<file path="src/rtl/bcd_scan_display_if.sv">
// ----------------------------------------------------------------------------
// bcd_scan_display_if : digit/control inputs and multiplexed 7-seg outputs
// Rev 1.0
// ----------------------------------------------------------------------------
`default_nettype none

interface bcd_scan_display_if;
  logic [15:0] digits;
  logic        blank_lz;
  logic [3:0]  blink_mask;
  logic [3:0]  dp_mask;
  logic [3:0]  ssd_ctl;
  logic [7:0]  ssd_out;
  logic        frame_start;

  modport master (
    output digits, blank_lz, blink_mask, dp_mask,
    input  ssd_ctl, ssd_out, frame_start
  );

  modport slave (
    input  digits, blank_lz, blink_mask, dp_mask,
    output ssd_ctl, ssd_out, frame_start
  );
endinterface

`default_nettype wire

</file>
<file path="src/rtl/bcd_scan_display.sv">
// ----------------------------------------------------------------------------
// bcd_scan_display : 4-digit active-low multiplexed 7-seg driver with
// per-frame snapshot, leading-zero blanking, blink and decimal points.
// Rev 1.0
// ----------------------------------------------------------------------------
`default_nettype none

module bcd_scan_display #(
  parameter int SCAN_DIV     = 100000,
  parameter int BLINK_FRAMES = 64
) (
  input  wire logic          clk,
  input  wire logic          rst,
  bcd_scan_display_if.slave  bus
);

  localparam int              c_PW     = (SCAN_DIV > 1) ? $clog2(SCAN_DIV) : 1;
  localparam logic [c_PW-1:0] c_PS_MAX = c_PW'(SCAN_DIV - 1);
  localparam logic [9:0]      c_BF_MAX = 10'(BLINK_FRAMES - 1);

  logic [c_PW-1:0] r_prescale;
  logic [1:0]      r_idx;
  logic [9:0]      r_frame_cnt;
  logic            r_blink_phase;
  logic            r_load_pending;
  logic [15:0]     r_sh_digits;
  logic            r_sh_blank_lz;
  logic [3:0]      r_sh_blink;
  logic [3:0]      r_sh_dp;
  logic [3:0]      r_ssd_ctl;
  logic [7:0]      r_ssd_out;
  logic            r_frame_start;

  logic            w_tick;
  logic            w_wrap;
  logic            w_load;
  logic [3:0]      w_digit;
  logic [3:0]      w_zero;
  logic [3:0]      w_lz;
  logic [7:0]      w_seg;
  logic [7:0]      w_out;

  always_comb begin
    w_tick  = (r_prescale == c_PS_MAX);
    w_wrap  = w_tick && (r_idx == 2'd3);
    w_load  = w_wrap || r_load_pending;
    w_digit = r_sh_digits[{r_idx, 2'b00} +: 4];
    for (int k = 0; k < 4; k++) begin
      w_zero[k] = (r_sh_digits[4*k +: 4] == 4'd0);
    end
    // Digit k is a leading zero when it and every higher digit are zero
    w_lz = {w_zero[3],
            w_zero[3] & w_zero[2],
            w_zero[3] & w_zero[2] & w_zero[1],
            1'b0};

    case (w_digit)
      4'd0:    w_seg = 8'h03;
      4'd1:    w_seg = 8'h9F;
      4'd2:    w_seg = 8'h25;
      4'd3:    w_seg = 8'h0D;
      4'd4:    w_seg = 8'h99;
      4'd5:    w_seg = 8'h49;
      4'd6:    w_seg = 8'h41;
      4'd7:    w_seg = 8'h1F;
      4'd8:    w_seg = 8'h01;
      4'd9:    w_seg = 8'h09;
      default: w_seg = 8'hFD;
    endcase

    if (r_blink_phase && r_sh_blink[r_idx]) begin
      w_out = 8'hFF;
    end else if (r_sh_blank_lz && w_lz[r_idx]) begin
      w_out = {7'h7F, ~r_sh_dp[r_idx]};
    end else begin
      w_out = {w_seg[7:1], w_seg[0] & ~r_sh_dp[r_idx]};
    end
  end

  always_ff @(posedge clk) begin
    if (rst) begin
      r_prescale     <= '0;
      r_idx          <= 2'd0;
      r_frame_cnt    <= 10'd0;
      r_blink_phase  <= 1'b0;
      r_load_pending <= 1'b1;
      r_sh_digits    <= 16'd0;
      r_sh_blank_lz  <= 1'b0;
      r_sh_blink     <= 4'd0;
      r_sh_dp        <= 4'd0;
      r_ssd_ctl      <= 4'b1111;
      r_ssd_out      <= 8'hFF;
      r_frame_start  <= 1'b0;
    end else begin
      r_prescale     <= w_tick ? '0 : r_prescale + 1'b1;
      r_load_pending <= 1'b0;
      r_frame_start  <= w_load;
      if (w_tick) begin
        r_idx <= r_idx + 2'd1;
      end
      if (w_load) begin
        r_sh_digits   <= bus.digits;
        r_sh_blank_lz <= bus.blank_lz;
        r_sh_blink    <= bus.blink_mask;
        r_sh_dp       <= bus.dp_mask;
      end
      if (w_wrap) begin
        if (r_frame_cnt == c_BF_MAX) begin
          r_frame_cnt   <= 10'd0;
          r_blink_phase <= ~r_blink_phase;
        end else begin
          r_frame_cnt <= r_frame_cnt + 10'd1;
        end
      end
      r_ssd_ctl <= ~(4'b0001 << r_idx);
      r_ssd_out <= w_out;
    end
  end

  assign bus.ssd_ctl     = r_ssd_ctl;
  assign bus.ssd_out     = r_ssd_out;
  assign bus.frame_start = r_frame_start;

endmodule

`default_nettype wire

</file>
<file path="src/flat_wrapper.sv">
// flat-port wrapper written by rule: the top's interface ports become plain ports
module bcd_scan_display_flat 
#(
  parameter int SCAN_DIV     = 100000,
  parameter int BLINK_FRAMES = 64
)
  (clk, rst, bus_digits, bus_blank_lz, bus_blink_mask, bus_dp_mask, bus_ssd_ctl, bus_ssd_out, bus_frame_start);
  bcd_scan_display_if bus_i ();
  input  wire logic clk;
  input  wire logic rst;
  input wire logic [$bits(bus_i.digits)-1:0] bus_digits;
  input wire logic [$bits(bus_i.blank_lz)-1:0] bus_blank_lz;
  input wire logic [$bits(bus_i.blink_mask)-1:0] bus_blink_mask;
  input wire logic [$bits(bus_i.dp_mask)-1:0] bus_dp_mask;
  output wire logic [$bits(bus_i.ssd_ctl)-1:0] bus_ssd_ctl;
  output wire logic [$bits(bus_i.ssd_out)-1:0] bus_ssd_out;
  output wire logic [$bits(bus_i.frame_start)-1:0] bus_frame_start;
  assign bus_i.digits = bus_digits;
  assign bus_i.blank_lz = bus_blank_lz;
  assign bus_i.blink_mask = bus_blink_mask;
  assign bus_i.dp_mask = bus_dp_mask;
  assign bus_ssd_ctl = bus_i.ssd_ctl;
  assign bus_ssd_out = bus_i.ssd_out;
  assign bus_frame_start = bus_i.frame_start;
  bcd_scan_display #(.SCAN_DIV(SCAN_DIV), .BLINK_FRAMES(BLINK_FRAMES)) u_core (.clk(clk), .rst(rst), .bus(bus_i));
endmodule
</file>
<file path="config.mk">
export PLATFORM = sky130hd
export DESIGN_NAME = bcd_scan_display_flat
export DESIGN_NICKNAME = d
export VERILOG_FILES = /design/src/rtl/bcd_scan_display_if.sv /design/src/rtl/bcd_scan_display.sv /design/src/flat_wrapper.sv
export SDC_FILE = /design/constraint.sdc
export NUM_CORES = 1
export LEC_CHECK = 0
export ABC_AREA = 1
export CAP_MARGIN = 20
export CELL_PAD_IN_SITES_DETAIL_PLACEMENT = 0
export CELL_PAD_IN_SITES_GLOBAL_PLACEMENT = 2
export CORE_ASPECT_RATIO = 0.6
export CORE_UTILIZATION = 30
export CTS_CLUSTER_SIZE = 25
export DETAILED_ROUTE_END_ITERATION = 16
export PLACE_DENSITY = 0.74
export SYNTH_ARGS = -nofsm -noshare
export SYNTH_HDL_FRONTEND = slang
export SYNTH_SLANG_ARGS = --single-unit
</file>
<file path="constraint.sdc">
create_clock -name clk -period 3.8 [get_ports clk]
set_input_delay 0.57 -clock clk [delete_from_list [all_inputs] [get_ports clk]]
set_output_delay 0.57 -clock clk [all_outputs]
set_load 0.02 [all_outputs]
</file>
After elaboration in Yosys (flattened, before gate mapping)
Memory sizes are Yosys's and may differ from the RTL's. A register that Yosys moved wholly into a read port is not among the register bits.
Index checks and enable logic that the tools add are counted.

word-level totals
  register bits after elaboration = 62
  memories = 1
  memory bits (read-only) = 112
  input port bits = 27
  output and inout bits = 13
  word-level logic and storage cells = 48

operators by class
  equality and inequality tests = 3
  add/subtract/negate cells = 3
  shift operators = 2
  reductions and logical operators = 11
  bitwise logic cells = 6
  $lt $le $gt $ge = 1
  muxes and demuxes = 9

memories
  memory            words  width  rd ports  clocked after memory_dff  wr ports  line                    source
  (name not given)  16     7      1         1                         0         bcd_scan_display.sv:57  case (w_digit)

operators with widths
  operator               count
  $add 17x1->17 const B  1
  $eq 17x17->1 const B   1
  $shiftx 16x5->4        1
  $logic_not 4->1        3
  $add 10x1->10 const B  1
  $eq 10x6->1 const B    1
  $mux 10                1
  $bmux 1 s2             3
  $mux 1                 5
  $not 4->4              1
  $reduce_or 2->1        2
  $shl 1x2->4 const A    1
  $logic_and 1x1->1      3
  $lt 2x3->1 const B     1
  $reduce_or 3->1        1
  $add 2x1->2 const B    1
  $and 1x1->1            2
  $eq 2x2->1 const B     1
  $not 1->1              2
  $reduce_and 2->1       1
  $and 1x1->1 const A    1
  $logic_or 1x1->1       1

Depth between registers and ports, before layout
  depth after elaboration = 7
  mapped depth = 11
  mapped depth without buffers = 10

Worst setup path after synthesis
No wires, ideal clock.

  path type = register to register
  start = register u_core.r_idx[0]
  end = register u_core.r_ssd_out[4], in the netlist u_core.bus.ssd_out[4]
  path slack = 2,059 ps
  setup time = 130 ps
  period minus slack after synthesis = 1,741 ps
  data required time = 3,670 ps
  stages on the path, launching flop included = 11
  buffers on the path = 1
  arrival time = 1,611 ps
  cell sequence = dfxtp_1 > buf_2 > inv_1 > a21oi_1 > o21ai_0 > nand2_1 > inv_1 > ha_1 > nand3b_1 > nand3_1 > nand3_1

between the ends
  cells in the longest elaborated chain, start to end = 4
  elaborated cells on any way between the ends = 8
  those cells by class = shift (1); mux (4); reduce/logical (3)

RTL lines
  item                                  line                                            source
  start: declaration                    bcd_scan_display.sv:22                          logic [1:0] r_idx;
  start signal: assignment              bcd_scan_display.sv:99                          r_idx <= r_idx + 2'd1;
  $bmux 1 s2 (on tied branches)         bcd_scan_display.sv:73, bcd_scan_display.sv:71
  $mux 1 (on tied branches)             bcd_scan_display.sv:73, bcd_scan_display.sv:71
  $logic_and 1x1->1 (on tied branches)  bcd_scan_display.sv:73, bcd_scan_display.sv:71
  $reduce_or 3->1 (no line)             n/a
  end: declaration                      bcd_scan_display.sv:31                          logic [7:0] r_ssd_out;

Parallel ways exist; a longest one is shown, timed or not. The select of a mux whose other input is x is not followed.
A chain may end at the register's enable or synchronous reset.

Worst setup path after layout
  start = register u_core.r_idx[0]
  end = register u_core.r_ssd_out[7], in the netlist u_core.bus.ssd_out[7]

The elaborated chain is that of the path after synthesis.

==> reports/qor.yml <==
gp_congestion: 0.738
synth_most_common_cell: "nand2_1"
drive_gt1_frac: 0.0565
max_stage_delay_ns: 0.86
switching_power_uw: 398
crit_path_start_kind: "flip-flop"
cts.repair.resized: 0
globalRouteOverflowTotal: 0
cts_tree: "done"
crit_path_cell_trace: "inv_1, a21oi_1, o21ai_0, nand2_1, inv_1, ha_1, nand3b_1, nand3_1, nand3_1"
sw_frac_of_total: 0.237
worstPathRequired_ns: 4.00
comb_power_share: 0.098
highest_layer: "met4"
grt_pass1_vias: 2879
first_pass_iters: 4
yosysWarnings: 0
drtIter0Drc: 197
status: "finished clean"
ant_nets: 0
synthDistinctLibCells: 27
wl_mm: 8.67
synthFlopType: "dfxtp_1"
cp_max_fo: 26
cts_hold_buf: 0
cp.arrival_ns: 2.76
synth-seq-cells: 69
critical_path_class: "flip-flop to flip-flop"
coreArea_mm2: 0.0108
synth_edf_count: 0
die_height_um: 85.0
dpl.cell_count: 673
die_area_mm2: 0.0119
syn_inst: 510
grt_util_all_layers: 0.159
stdcell_count: 688
clk_pin_slew_ns: 0.05
grt_pass1_wl_mm: 14.6
yosys.area.top_type_share: 0.401
critPathSlowestCell: "dfxtp_1"
p_leak_nw: 1.76
area.growth.synth_to_final_pct: 22.2
dpl_cell_area_mm2: 0.00395
drc_errors: 0
multi_input_area_mm2: 0.00173
cts_made_buffers: 9
grt_max_degree: 60
slew_headroom: 0.445
portBuffers: 39
io_pins: 40
maxSlewViolCount: 0
fin_area_mm2: 0.00421
powerDensity_mw_per_mm2: 400
place_hpwl_mm: 6.14
seqPwrFrac: 0.456
die_w_um: 140
hold_ws_ns: 0.449
max_cap_viol_count: 0
final_hold_viol_count: 0
syn_avg_cell_area_um2: 6.75
wl_per_cell_um: 12.6
total_power_mw: 1.68
num_vias: 3107
period_needed_ns: 2.56
async_flop_share: 0
rows: 29
setup_violations: 0
met3_length_um: 314
clock_latency_ns: 0.33
cts-root-buf: "clkbuf_16"
pwr-share-clk: 0.446
nFillCells: 1125
min_period_over_period: 0.675
regArea_mm2: 0.00138
cts.sinks: 69
antenna_found_initial: 0
finalSetupTns_ns: 0
met2_length_mm: 3.02
hp-class: "flip-flop to flip-flop"
htree_levels: 3
post_cts_buffers: 0
ys_top_cells_by_count: "nand2_1 (110), nor2_1 (72), dfxtp_1 (69), inv_1 (57), a21oi_1 (55)"
clock.fmax_ghz: 0.390
skew_ns: 0.00566
synth.cell_area_mm2: 0.00344
netlist.top_cell.by_area: "dfxtp_1"
syn_nets: 549
synth.area.top_cells: "dfxtp_1 (40%), nand2_1 (12%), a21oi_1 (8.0%), nor2_1 (7.8%), nand3_1 (7.6%)"
clock_path_buffers: 2
endpoint_kind: "flip-flop"
rsz0062_at_grt: "false"
drt-met1-wl_mm: 5.26
peakVddDrop_mv: 0.223
start_util: 0.317
reg2reg_slack_ns: 1.24
worstMarginPinSlew_ns: 0.832
nets: 584
p_int_mw: 1.28
ys_seq_area_frac: 0.401
diodes: 0
vias_per_cell: 4.52
metrics by stage:
| stage | utilization | setup WS (ns) |
|---|---|---|
| after floorplan | - | 2.06 |
| after global routing | 0.388 | 0.807 |
| after global placement | 0.364 | 1.27 |
| final | 0.388 | 1.24 |
| after detailed placement | 0.364 | 1.22 |
| after CTS | 0.388 | 1.21 |
registers in the layout, indices dropped and copies added (netlist names):
signal	flops
u_core.r_load_pending	1
u_core.r_sh_dp	4
u_core.r_blink_phase	1
u_core.bus.ssd_out	8
u_core.r_sh_digits	16
u_core.r_frame_cnt	10
u_core.bus.ssd_ctl	4
u_core.r_sh_blink	4
u_core.r_idx	2
u_core.r_prescale	17
u_core.bus.frame_start	1
u_core.r_sh_blank_lz	1
power by group through the flow:
stage | clock [mW] | combinational [mW] | sequential (mW)
floorplan | 0 | 0.0846 | 0.791
global placement | 0 | 0.165 | 0.782
detailed placement | 0 | 0.165 | 0.782
CTS | 0.781 | 0.166 | 0.767
global route | 0.809 | 0.188 | 0.770
finish | 0.750 | 0.164 | 0.767
cells in the final DEF (no fill, tap or decap), types with 3 or more instances in the layout:
master / synthesis / layout
nor2_2: 5 / 5
o21ai_0: 21 / 21
xor2_1: 5 / 5
nand3_1: 52 / 52
inv_2: 3 / 3
clkbuf_16: 0 / 9
buf_4: 1 / 4
clkinv_1: 3 / 3
ha_1: 12 / 12
clkdlybuf4s50_1: 0 / 39
nor3_1: 3 / 3
clkbuf_1: 10 / 3
or2_2: 3 / 3
a21oi_1: 55 / 55
nand4_1: 8 / 8
nand2_1: 110 / 110
inv_1: 57 / 57
nand3b_1: 3 / 3
dfxtp_1: 69 / 69
nor2_1: 72 / 72
worst paths after layout:
path,endpoint,from,depth (start not counted)
worst max-delay path,u_core.bus.ssd_out[7],u_core.r_idx[0],9
worst min register to register,u_core.r_prescale[0],u_core.r_prescale[0],1
worst max register to register,u_core.bus.ssd_out[7],u_core.r_idx[0],9
worst min-delay path,u_core.r_prescale[0],u_core.r_prescale[0],1
critical path, delay by kind of cell (launching register included):
| kind | cells | cell delay, ns |
|---|---|---|
| DFF | 1 | 0.86 |
| and+or+nand+nor | 4 | 0.62 |
| buffers and inverters | 2 | 0.40 |
| AOI/OAI and AO/OA | 2 | 0.36 |
| adders and majority gates | 1 | 0.20 |
final cells by class:
class                           instances  area share
Timing Repair Buffer                   43      0.0999
Clock inverter                          2     0.00238
Multi-Input combinational cell        359       0.412
Tap cell                              139      0.0413
Clock buffer                           13      0.0595
Sequential cell                        69       0.328
Inverter                               63      0.0562
metal layers:
| layer | up-vias | global-route usage |
|---|---|---|
| met5 | - | 0 |
| met4 | 0 | 0.0569 |
| met3 | 9 | 0.0440 |
| met2 | 43 | 0.203 |
| met1 | 1354 | 0.245 |
| li1 | 1701 | - |
cell families after synthesis:
kind of cell | Yosys count | share of synthesized area
AND/OR/NAND/NOR | 260 | 0.324
buffers and inverters | 82 | 0.0952
AO/OA/AOI/OAI | 80 | 0.118
flip-flops | 69 | 0.401
adder cells (fa/ha/maj) | 12 | 0.0436
XOR/XNOR | 7 | 0.0178
(Power assumes the default switching activity.)
